File: config.mk
export PLATFORM = sky130hd
export DESIGN_NAME = rails_seq_ctrl
export DESIGN_NICKNAME = d
export VERILOG_FILES = /design/src/rtl/rails_seq_ctrl.sv
export SDC_FILE = /design/constraint.sdc
export NUM_CORES = 1
export LEC_CHECK = 0
export BUFFER_PORTS_ARGS = -buffer_cell sky130_fd_sc_hd__buf_2
export CAP_MARGIN = 10
export CORE_ASPECT_RATIO = 0.7
export CORE_MARGIN = 2
export CORE_UTILIZATION = 56
export CTS_BUF_LIST = sky130_fd_sc_hd__clkbuf_16
export DETAILED_ROUTE_END_ITERATION = 8
export GPL_ROUTABILITY_DRIVEN = 0
export PLACE_DENSITY = 0.76
export SYNTH_ARGS = -nofsm -noshare
export SYNTH_HDL_FRONTEND = slang
export SYNTH_SLANG_ARGS = --single-unit
export TNS_END_PERCENT = 50
File: constraint.sdc
create_clock -name clk -period 3.6 [get_ports clk]
set_input_delay 0.72 -clock clk [delete_from_list [all_inputs] [get_ports clk]]
set_output_delay 0.72 -clock clk [all_outputs]
set_load 0.005 [all_outputs]
File: src/rtl/rails_seq_ctrl.sv
// Railway shunting sequencer: decides push/pop commands for a one-track stack
// station so cars 1..N leave in a requested order. Define RAILS_OPCNT_EN for op_count.
module rails_seq_ctrl #(
    parameter int MAX_CARS = 10
) (
    input  logic       clk,
    input  logic       reset,
    input  logic       in_valid,
    input  logic [3:0] data,
    output logic       busy,
    output logic       cmd_valid,
    output logic       cmd_op,
    output logic [3:0] cmd_car,
    output logic       done,
    output logic       result,
    output logic [4:0] op_count
);

    typedef enum logic [1:0] {IDLE, LOAD, RUN, DONE} state_t;

    state_t     state, state_next;
    logic [3:0] len;
    logic [3:0] idx;
    logic [3:0] pos;
    logic [3:0] sp;
    logic [4:0] next_in;
    logic [3:0] order [MAX_CARS];
    logic [3:0] stack [MAX_CARS];
    logic [3:0] tgt;
    logic [3:0] top;
    logic       start, store, do_push, do_pop, finish, pass;

    assign tgt  = order[pos];
    assign top  = stack[(sp == 4'd0) ? 4'd0 : sp - 4'd1];
    assign busy = (state != IDLE);
    assign done = (state == DONE);

    always_ff @(posedge clk or posedge reset) begin
        if (reset) state <= IDLE;
        else       state <= state_next;
    end

    // Popping a matching top always wins over pushing; anything else is a dead end.
    always_comb begin
        state_next = state;
        start      = 1'b0;
        store      = 1'b0;
        do_push    = 1'b0;
        do_pop     = 1'b0;
        finish     = 1'b0;
        pass       = 1'b0;
        case (state)
            IDLE: begin
                if (in_valid && data != 4'd0 && {1'b0, data} <= 5'(MAX_CARS)) begin
                    start      = 1'b1;
                    state_next = LOAD;
                end
            end
            LOAD: begin
                if (in_valid) begin
                    store = 1'b1;
                    if (idx + 4'd1 == len) state_next = RUN;
                end
            end
            RUN: begin
                if (sp != 4'd0 && top == tgt) begin
                    do_pop = 1'b1;
                    if (pos + 4'd1 == len) begin
                        finish     = 1'b1;
                        pass       = 1'b1;
                        state_next = DONE;
                    end
                end else if (next_in <= {1'b0, tgt} && tgt <= len) begin
                    do_push = 1'b1;
                end else begin
                    finish     = 1'b1;
                    state_next = DONE;
                end
            end
            DONE:    state_next = IDLE;
            default: state_next = IDLE;
        endcase
    end

    // pos is left on the last entry after success so the order lookup stays in range.
    always_ff @(posedge clk or posedge reset) begin
        if (reset) begin
            len       <= 4'd0;
            idx       <= 4'd0;
            pos       <= 4'd0;
            sp        <= 4'd0;
            next_in   <= 5'd0;
            cmd_valid <= 1'b0;
            cmd_op    <= 1'b0;
            cmd_car   <= 4'd0;
            result    <= 1'b0;
            for (int i = 0; i < MAX_CARS; i++) begin
                order[i] <= 4'd0;
                stack[i] <= 4'd0;
            end
        end else begin
            cmd_valid <= do_push | do_pop;
            cmd_op    <= do_pop;
            cmd_car   <= do_pop ? tgt : (do_push ? next_in[3:0] : 4'd0);
            if (start) begin
                len     <= data;
                idx     <= 4'd0;
                pos     <= 4'd0;
                sp      <= 4'd0;
                next_in <= 5'd1;
            end
            if (store) begin
                order[idx] <= data;
                idx        <= idx + 4'd1;
            end
            if (do_push) begin
                stack[sp] <= next_in[3:0];
                sp        <= sp + 4'd1;
                next_in   <= next_in + 5'd1;
            end
            if (do_pop) begin
                sp <= sp - 4'd1;
                if (!finish) pos <= pos + 4'd1;
            end
            if (finish) result <= pass;
        end
    end

`ifdef RAILS_OPCNT_EN
    logic [4:0] cnt;

    // Counts in step with the registered command so it reads 2N in the DONE cycle.
    always_ff @(posedge clk or posedge reset) begin
        if (reset)                  cnt <= 5'd0;
        else if (start)             cnt <= 5'd0;
        else if (do_push || do_pop) cnt <= cnt + 5'd1;
    end

    assign op_count = cnt;
`else
    assign op_count = 5'd0;
`endif

endmodule

After elaboration in Yosys (flattened, before gate mapping)

Cells that the tools add are included.

Bits in registers: 110
Latch bits: 0
RAM bits: 0
Bits in read-only memories: 0
Input port bits: 7
Logic and storage cells: 121
Memories kept: 0

Add/sub/neg operators: 5
$mul: 0
Div/mod/pow operators: 0
$lt $le $gt $ge: 9
Equality and inequality tests: 11
Shift-type cells: 0
Mux-type cells: 46
Bitwise logic cells: 5
Reduce and logical (&&, ||, !) cells: 15

Operators by type and width:

| operator                                                  | count |
|---|---|
| bitwise mux 40 bit                                        | 2 |
| 2-to-1 mux 4 bit                                          | 16 |
| binary-select mux 4 bit (select 4 bit)                    | 2 |
| demux 4 bit (select 4 bit)                                | 2 |
| greater-or-equal comparator 5 bit (second input constant) | 4 |
| NOT 4 -> 5 bit                                            | 4 |
| 2-to-1 mux 1 bit                                          | 15 |
| adder 4 x 1 -> 4 bit (second input constant)              | 3 |
| == test 4 bit                                             | 3 |
| 2-to-1 mux 2 bit                                          | 6 |
| < comparator 5 x 1 -> 1 bit (second input constant)       | 2 |
| 2-to-1 mux 5 bit                                          | 2 |
| one-hot mux 2 bit (4 select lines)                        | 1 |
| nonzero test 4 bit                                        | 2 |
| logical AND 1 bit                                         | 6 |
| != test 2 bit (second input constant)                     | 3 |
| != test 3 bit (second input constant)                     | 2 |
| nonzero test 2 bit                                        | 3 |
| adder 5 x 1 -> 5 bit (second input constant)              | 1 |
| less-or-equal comparator 5 x 4 -> 1 bit                   | 1 |
| AND reduction 5 bit                                       | 1 |
| == test 2 bit (second input constant)                     | 2 |
| less-or-equal comparator 4 bit                            | 1 |
| less-or-equal comparator 4 bit (second input constant)    | 1 |
| other kinds (6)                                           | 6 |

Depth between registers and ports, before layout

Gate-level depths: netlist of run 1.

Depth in word-level cells: 12
Depth in mapped cells: 18

Worst setup path before layout of run 1

Ideal clock, no wire load.

Path kind: reg2reg
From: register sp[0]
To: register state[1]
Library setup time: 0.125 ns
Arrival: 3.788 ns
Path slack: -0.313 ns
Stages on the path, launching flop included: 16
Buffers on the path: 4
Period minus slack after synthesis: 3.913 ns
Cells stage by stage: dfrtp_1 -> buf_2 -> inv_1 -> buf_2 -> ha_1 -> buf_4 -> or3b_1 -> buf_6 -> nand2_8 -> mux2_2 -> and3_1 -> a2111oi_2 -> nand4_2 -> nor4_4 -> nor3_2 -> mux2_4

Word-level cells in the longest chain between the ends: 10
Elaborated cells between the ends (all ways): 15
Those cells by class: add/sub: 1; eq/ne: 3; mux: 6; bitwise: 1; reduce/logical: 4

RTL lines:

| what                                                                                              | line | text |
|---|---|---|
| start: declaration                                                                                | 25   | `logic [3:0] sp;` |
| start signal: assignment                                                                          | 118  | `sp <= sp + 4'd1;` |
| start signal: assignment                                                                          | 122  | `sp <= sp - 4'd1;` |
| subtractor 4 x 1 -> 4 bit / zero test 4 bit (equally long branches)                               | 34   | `assign top = stack[(sp == 4'd0) ? 4'd0 : sp - 4'd1];` |
| 2-to-1 mux 4 bit                                                                                  | 34   |  |
| NOT 4 -> 5 bit                                                                                    | 34   |  |
| binary-select mux 4 bit (select 4 bit)                                                            | 34   |  |
| 2-to-1 mux 4 bit (2 in series)                                                                    | 34   |  |
| == test 4 bit                                                                                     | 66   | `if (sp != 4'd0 && top == tgt) begin` |
| logical AND 1 bit *                                                                               | 66   |  |
| != test 3 bit (no source line) / 2-to-1 mux 2 bit (equally long branches)                         | n/a  |  |
| AND reduction 5 bit (no source line) / one-hot mux 2 bit (4 select lines) (equally long branches) | n/a  |  |
| end signal: assignment                                                                            | 40   | `else state <= state_next;` |
| end: declaration                                                                                  | 21   | `state_t state, state_next;` |

Every way passes the cells marked *; elsewhere a longest branch is shown, timed or not. The select of a mux whose other input is x is not followed.
A chain may end at the register's enable or synchronous reset.

Final worst setup path of run 1

From: register pos[1]
To: register stack[3] (netlist name)

Word-level cells in the longest chain between the ends: 9
Elaborated cells between the ends (all ways): 12
Those cells by class: order compare: 2; eq/ne: 1; mux: 6; bitwise: 1; reduce/logical: 2

RTL lines:

| what                                                                                             | line | text |
|---|---|---|
| start: declaration                                                                               | 24   | `logic [3:0] pos;` |
| start signal: assignment                                                                         | 123  | `if (!finish) pos <= pos + 4'd1;` |
| NOT 4 -> 5 bit (implied by the code) *                                                           | 33   | `assign tgt = order[pos];` |
| binary-select mux 4 bit (select 4 bit) *                                                         | 33   |  |
| 2-to-1 mux 4 bit (implied by the code) * (2 in series)                                           | 33   |  |
| less-or-equal comparator 5 x 4 -> 1 bit / less-or-equal comparator 4 bit (equally long branches) | 73   | `end else if (next_in <= {1'b0, tgt} && tgt <= len) begin` |
| logical AND 1 bit                                                                                | 73   |  |
| 2-to-1 mux 1 bit                                                                                 | 73   |  |
| 2-to-1 mux 1 bit *                                                                               | 66   |  |
| 2-to-1 mux 1 bit *                                                                               | 52   | `case (state)` |
| end signal: indexed assignment                                                                   | 117  | `stack[sp] <= next_in[3:0];` |
| end: declaration                                                                                 | 28   | `logic [3:0] stack [MAX_CARS];` |

Marks and branches as above.

==> results_dict.tcl, run 1 <==
set metrics [dict create \
    status "finished, violations left" \
    violations "negative setup slack" \
    end_kind "flip-flop" \
    fin_skew_ns 0.0101 \
    insertion_delay_ns 0.36 \
    maxCapViolations 0 \
    drt-initial-drc-count 582 \
    die_height_um 92.3 \
    die_area_mm2 0.0120 \
    grt_usage_pct 26.5 \
    multiInputGateArea_mm2 0.00337 \
    switching_share_pct 42.4 \
    fp.coreArea_mm2 0.0109 \
    seq_area_frac_synth_pct 44.1 \
    clkSinkCount 110 \
    rrSetupSlack_ns -0.06 \
    numCtsBuffers 9 \
    irDropWorstVdd_mv 0.530 \
    io_pins 21 \
    synth_edf_count 0 \
    pwr-share-clk_pct 14.1 \
    die_w_um 130 \
    placed_cells 729 \
    num-fill-cells 792 \
    cts_tree "yes" \
    vias_per_cell 6.21 \
    layout_min_cycle_time_ns 3.66 \
    power_uw 7200 \
    finalNetCount 635 \
    diodes 0 \
    grt_pass1_wl_um 24200 \
    final_antenna_net_count 0 \
    p_leak_uw 0.00341 \
    drc 0 \
    synth-warning-count 0 \
    p_sw_uw 3050 \
    async_reset_ff_share_pct 100 \
    finalMaxSlewViolations 0 \
    synth_top_area_cell "dfrtp_1" \
    start_util_pct 57.1 \
    fin_ws_ns -0.0645 \
    syn_to_final_growth_pct 16.0 \
    grt_pass1_vias 4465 \
    crit_arrival_ns 3.91 \
    antenna_found_initial 0 \
    firstDrtPassIters 5 \
    timing.fmax_mhz 273 \
    cts_root_buf "clkbuf_16" \
    clk_pin_slew_ns 0.08 \
    synth_top_area_share_pct 44.1 \
    synthCells 562 \
    routed_wl_um 15500 \
    synth_area_leaders "dfrtp_1 44%, mux2_2 15%, mux2i_1 5.3%" \
    setup-violations-final 5 \
    dp_hpwl_um 10400 \
    finalNonFillerCells 764 \
    finalCritPeriodShare_pct 102 \
    whs_ns 0.504 \
    rsz0062_at_grt "true" \
    avgSynthCellArea_um2 11.1 \
    clock_path_buffers 2 \
    criticalPathCategory "flip-flop to flip-flop" \
    final.setup.tns_ns -0.242 \
    startpoint_type "flip-flop" \
    wl_per_cell_um 20.3 \
    synth_cell_types 70 \
    synth.ff_latch_count 110 \
    powerDensity_mw_per_mm2 994 \
    power.share.sequential_pct 26.7 \
    drive_above_1_share_pct 34.5 \
    cts_hold_buf 0 \
    grt_max_degree 111 \
    regArea_mm2 0.00276 \
    hold_viol 0 \
    crit_fanout 6 \
    synth_area_mm2 0.00624 \
    worstHoldPathType "input port to async pin" \
    power.internal_uw 4140 \
    pwr-share-comb_pct 59.2 \
    max_slew_margin_pct 54.4 \
    vias 4745 \
    worstMarginPinSlew_ns 0.679 \
    post_dp_cell_area_mm2 0.00662 \
    required_ns 3.84 \
    h-tree-depth 3 \
    ys.flop_type "dfrtp_1" \
    io_buffers 15 \
    num_rows 32 \
    grt_overflow_total 0 \
    final_area_mm2 0.00724 \
]
-- registers in the layout (all words and copies together), names as in the netlist --
register,cells
sp,4
cmd_valid,1
stack,40
result,1
order,40
cmd_op,1
idx,4
len,4
state,2
cmd_car,4
pos,4
next_in,5
-- layout by cell type (no fill, tap or decap), drive strengths merged, types with 4 or more instances in the layout --
| master | synthesis | final |
|---|---|---|
| buf | 23 | 67 |
| nor2b | 9 | 9 |
| nor3 | 8 | 8 |
| or2 | 4 | 4 |
| nor3b | 5 | 5 |
| inv | 20 | 20 |
| o221ai | 4 | 4 |
| o21ai | 26 | 26 |
| and3 | 12 | 12 |
| clkinv | 0 | 4 |
| xnor2 | 7 | 7 |
| nor2 | 18 | 18 |
| mux2 | 86 | 86 |
| a22o | 6 | 6 |
| xor2 | 7 | 7 |
| conb | 1 | 5 |
| mux2i | 33 | 33 |
| nand3 | 16 | 16 |
| nor4 | 4 | 4 |
| dfrtp | 110 | 110 |
| ha | 22 | 22 |
| a211o | 4 | 4 |
| nand2 | 43 | 43 |
| o22ai | 4 | 4 |
| nand2b | 6 | 6 |
| o31ai | 5 | 5 |
| a211oi | 5 | 5 |
| nand4 | 6 | 6 |
| a21oi | 10 | 11 |
| clkbuf | 17 | 10 |
-- area by class of cell --
type / count / share of cell area, %
Timing Repair Buffer: 68 / 7.55
Multi-Input combinational cell: 397 / 46.5
Sequential cell: 110 / 38.1
Inverter: 20 / 1.12
Clock inverter: 7 / 1.00
Clock buffer: 9 / 3.11
Tap cell: 153 / 2.64
-- path summary, 6_finish.rpt --
path,startpoint,end,cells past startpoint
min in group clk,stack[6],stack[6],1
min reg2reg,stack[6],stack[6],1
max reg2reg,pos[1],stack[3],15
max,pos[1],stack[3],15
min,reset,order[11],3
max in group asynchronous,reset,pos[1],3
-- power by group through the flow --
stage / registers [uW] / logic, uW / clock network [uW]
5_1_grt: 1960 / 4540 / 1070
3_5_place_dp: 1920 / 3540 / 0
4_1_cts: 1900 / 3690 / 1020
2_1_floorplan: 1810 / 2630 / 0
3_3_place_gp: 1900 / 3430 / 0
6_report: 1920 / 4260 / 1010
-- cell families (layout without fill, tap and decap cells) --
logic type                 Yosys count  count (layout)  share of synthesized area (%)
buffers and inverters               60             104                           4.69
DFF                                110             110                           44.1
xor gates and xnor gates            14              14                           1.96
and+or+nand+nor                    143             143                           12.7
other                                1               5                         0.0601
muxes                              119             119                           20.9
AOI/OAI and AO/OA                   93              94                           11.2
adders and majority gates           22              22                           4.41
-- metrics by stage --
stage | worst slack (ns) | util, %
final | -0.0645 | 66.2
after global routing | -0.148 | 66.2
after CTS | 0.00287 | 63.7
after detailed placement | -0.110 | 60.6
after global placement | 0.000571 | 60.6
after floorplan | 0.0130 | -
-- critical path, cell delays in order (launching register included) --
cell      delay, ns
dfrtp_2        0.48
buf_12         0.15
mux2i_2        0.19
nor2_1         0.09
o31ai_2        0.32
inv_1          0.15
ha_4           0.24
nor2b_4        0.12
o21a_1         0.18
o21ai_2        0.12
nand2b_1       0.08
a221oi_2       0.35
nand2_2        0.15
a21oi_4        0.23
and4b_2        0.38
mux2_4         0.32
-- synthesized netlist by cell type, types with 4 or more instances --
library cell / count
ha_1: 22
mux2i_1: 33
mux2_2: 83
a211oi_1: 5
inv_1: 20
clkbuf_1: 17
nor2_1: 18
a21oi_1: 9
a22o_1: 6
xor2_1: 7
nand2b_1: 6
o221ai_1: 4
nand2_1: 42
and3_1: 12
o21ai_0: 25
nand3_1: 14
o22ai_1: 4
xnor2_1: 7
nor3_1: 7
dfrtp_1: 110
nor3b_1: 5
nor2b_1: 9
a211o_1: 4
buf_2: 9
buf_4: 9
nand4_1: 5
-- repair_timing --
item | CTS | global route
cloned | 1 | 1
endpoints found under the setup margin | 34 | 47
hold endpoints to repair | 0 | 0
pin swaps | 1 | 7
setup buffers | 0 | 17
gates resized for setup | 12 | 31
-- metal layers --
metal / routed length (um) / vias up / track usage, %
met5: 0 / - / 0
met4: 270 / 0 / 7.35
met3: 1210 / 32 / 6.47
met2: 6450 / 215 / 37.0
met1: 7550 / 2378 / 40.9
li1: - / 2120 / -
(Power assumes the default switching activity.)
==> run 2: changes to the inputs <==
--- a/config.mk
+++ b/config.mk
@@ -7,7 +7,6 @@
 export LEC_CHECK = 0
 export BUFFER_PORTS_ARGS = -buffer_cell sky130_fd_sc_hd__buf_2
 export CAP_MARGIN = 10
-export CORE_ASPECT_RATIO = 0.7
 export CORE_MARGIN = 2
 export CORE_UTILIZATION = 56
 export CTS_BUF_LIST = sky130_fd_sc_hd__clkbuf_16
==> run 2 against run 1 <==
Against the previous run:
- the flow still finishes with violations (negative setup slack)
- core utilization grew 0.86 points
- non-clock buffer count shrank 4
- cell area grew 0.47%
- sequential share of layout area shrank 0.18 points
- combinational power grew 1%
- sequential power grew 3%
- critical path depth shrank 1
- flip-flop and latch count is the same
- clock skew shrank 0.0020 ns
- critical path type unchanged
==> results_dict.tcl, run 2 (same netlist as run 1, synthesis figures left out) <==
set metrics [dict create \
    finalCritPeriodShare_pct 100 \
    routed_wl_um 15600 \
    dp_hpwl_um 10400 \
    regToRegStartpoint "pos[0]" \
    final_common_cell "dfrtp_1" \
    crit_slowest_cell "dfrtp_2" \
    drc 0 \
    fp.coreArea_mm2 0.0108 \
    diodes 0 \
    die_w_um 110 \
    worstMarginPinSlew_ns 0.789 \
    cts_tree "yes" \
    critPathLaunch "pos[0]" \
    grt_pass1_wl_um 24300 \
    whs_ns 0.501 \
    final_antenna_net_count 0 \
    max_slew_margin_pct 47.3 \
    fin_skew_ns 0.00815 \
    cp_cell_sequence "buf_6 > mux2i_4 > nor2_2 > o41ai_2 > inv_1 > ha_4 > o21a_1 > o21ai_2 > nand2b_1 > a221oi_2 > nand2_2 > a21oi_4 > and4b_2 > mux2_4" \
    final_cell_mix "108 x dfrtp_1, 78 x mux2_2, 42 x buf_4, 40 x nand2_1, 27 x mux2i_1" \
    crit_arrival_ns 3.84 \
    setup-violations-final 4 \
    cts_root_buf "clkbuf_16" \
    num_rows 38 \
    finalNetCount 631 \
    rr_worst_depth 14 \
    crit_fanout 6 \
    insertion_delay_ns 0.35 \
    fin_ws_ns -0.00646 \
    maxCapViolations 0 \
    violations "negative setup slack" \
    start_util_pct 57.6 \
    fin_util_pct 67.1 \
    required_ns 3.83 \
    drive_above_1_share_pct 36.5 \
    vias 4729 \
    p_leak_uw 0.00337 \
    io_pins 21 \
    rsz0062_at_grt "true" \
    end_kind "flip-flop" \
    regArea_mm2 0.00276 \
    irDropWorstVdd_mv 0.612 \
    timing.fmax_mhz 277 \
    grt_max_degree 76 \
    grt_pass1_vias 4855 \
    clkSinkCount 110 \
    syn_to_final_growth_pct 16.5 \
    final.setup.tns_ns -0.0116 \
    drt-initial-drc-count 396 \
    vias_per_cell 6.34 \
    grt_use_met3_pct 4.74 \
    finalMaxSlewViolations 0 \
    antenna_found_initial 0 \
    grt_util_met1_pct 31.1 \
    io_buffers 15 \
    num-fill-cells 772 \
    die_area_mm2 0.0120 \
    powerDensity_mw_per_mm2 999 \
    cpPeakStageDelay_ns 0.46 \
    die_height_um 110 \
    worstHoldPathType "input port to async pin" \
    hold_viol 0 \
    startpoint_type "flip-flop" \
    use_met2_pct 46.9 \
    wl_per_cell_um 21.0 \
    layout_min_cycle_time_ns 3.61 \
    clk_pin_slew_ns 0.07 \
    grt_usage_pct 26.3 \
    grt_overflow_total 0 \
    h-tree-depth 3 \
    busiest_layer "met2" \
    status "finished, violations left" \
    cts_hold_buf 0 \
    criticalPathCategory "flip-flop to flip-flop" \
    clock_path_buffers 2 \
    top_regs "order (40), stack (40), next_in (5)" \
    firstDrtPassIters 7 \
    multiInputGateArea_mm2 0.00348 \
    numCtsBuffers 9 \
    pre_cts_ws_ns -0.0664 \
]
run 2: cell count changes in the layout (fill, tap and decap cells not counted), moves of 3 or more:
cell     change
mux2i_1      -5
mux2i_4      +3
mux2_4       -3
buf_4        -3
run 2: layer usage:
| layer | wire, um | share of wire [%] |
|---|---|---|
| met1 | 6230 | 40 |
| met2 | 8080 | 52 |
| met3 | 811 | 5.2 |
| met4 | 511 | 3.3 |
| met5 | 0 | 0 |
run 2: through the flow:
step	total power, uW	area (um^2)	instances
3_5_place_dp	5510	6620	717
3_3_place_gp	5370	6620	717
5_1_grt	7660	7270	746
4_1_cts	6650	6970	737
2_1_floorplan	4450	6300	566
6_report	7270	7270	746
run 2: path summary, 6_finish.rpt:
check | to | slack, ns
max | stack[1] | -0.006
min | cmd_op | 0.50
max reg2reg | stack[1] | -0.006
min reg2reg | stack[4] | 0.51
max in group asynchronous | pos[1] | 2.25
min in group clk | stack[4] | 0.51
run 2: power breakdown:
part | leakage, uW | internal (uW) | switching (uW)
logic | 0.00176 | 2050 | 2260
registers | 0.00147 | 1610 | 362
clock network | 0.000139 | 535 | 451
total | 0.00337 | 4200 | 3070
run 2: worst max-delay path, delay by kind of cell (launching register included):
kind | cells | cell delay [ns]
mux | 2 | 0.57
simple gates | 4 | 0.68
compound gates | 5 | 1.20
buf+inv | 2 | 0.32
fa+ha+maj | 1 | 0.25
flops | 1 | 0.46
run 2: layout make-up:
type | count | area share (%)
clock buffers | 9 | 3.10
clock inverters | 6 | 0.860
inverters | 20 | 1.12
multi-input cells | 397 | 47.8
flip-flops and latches | 110 | 37.9
well taps | 140 | 2.41
repair buffers | 64 | 6.81
run 2: timing repair:
action / in CTS / in global routing
gates cloned: 1 / 0
setup buffers: 4 / 11
pin swaps: 1 / 13
setup endpoints to repair: 26 / 57
endpoints found under the hold margin: 0 / 0
gates resized for setup: 7 / 54
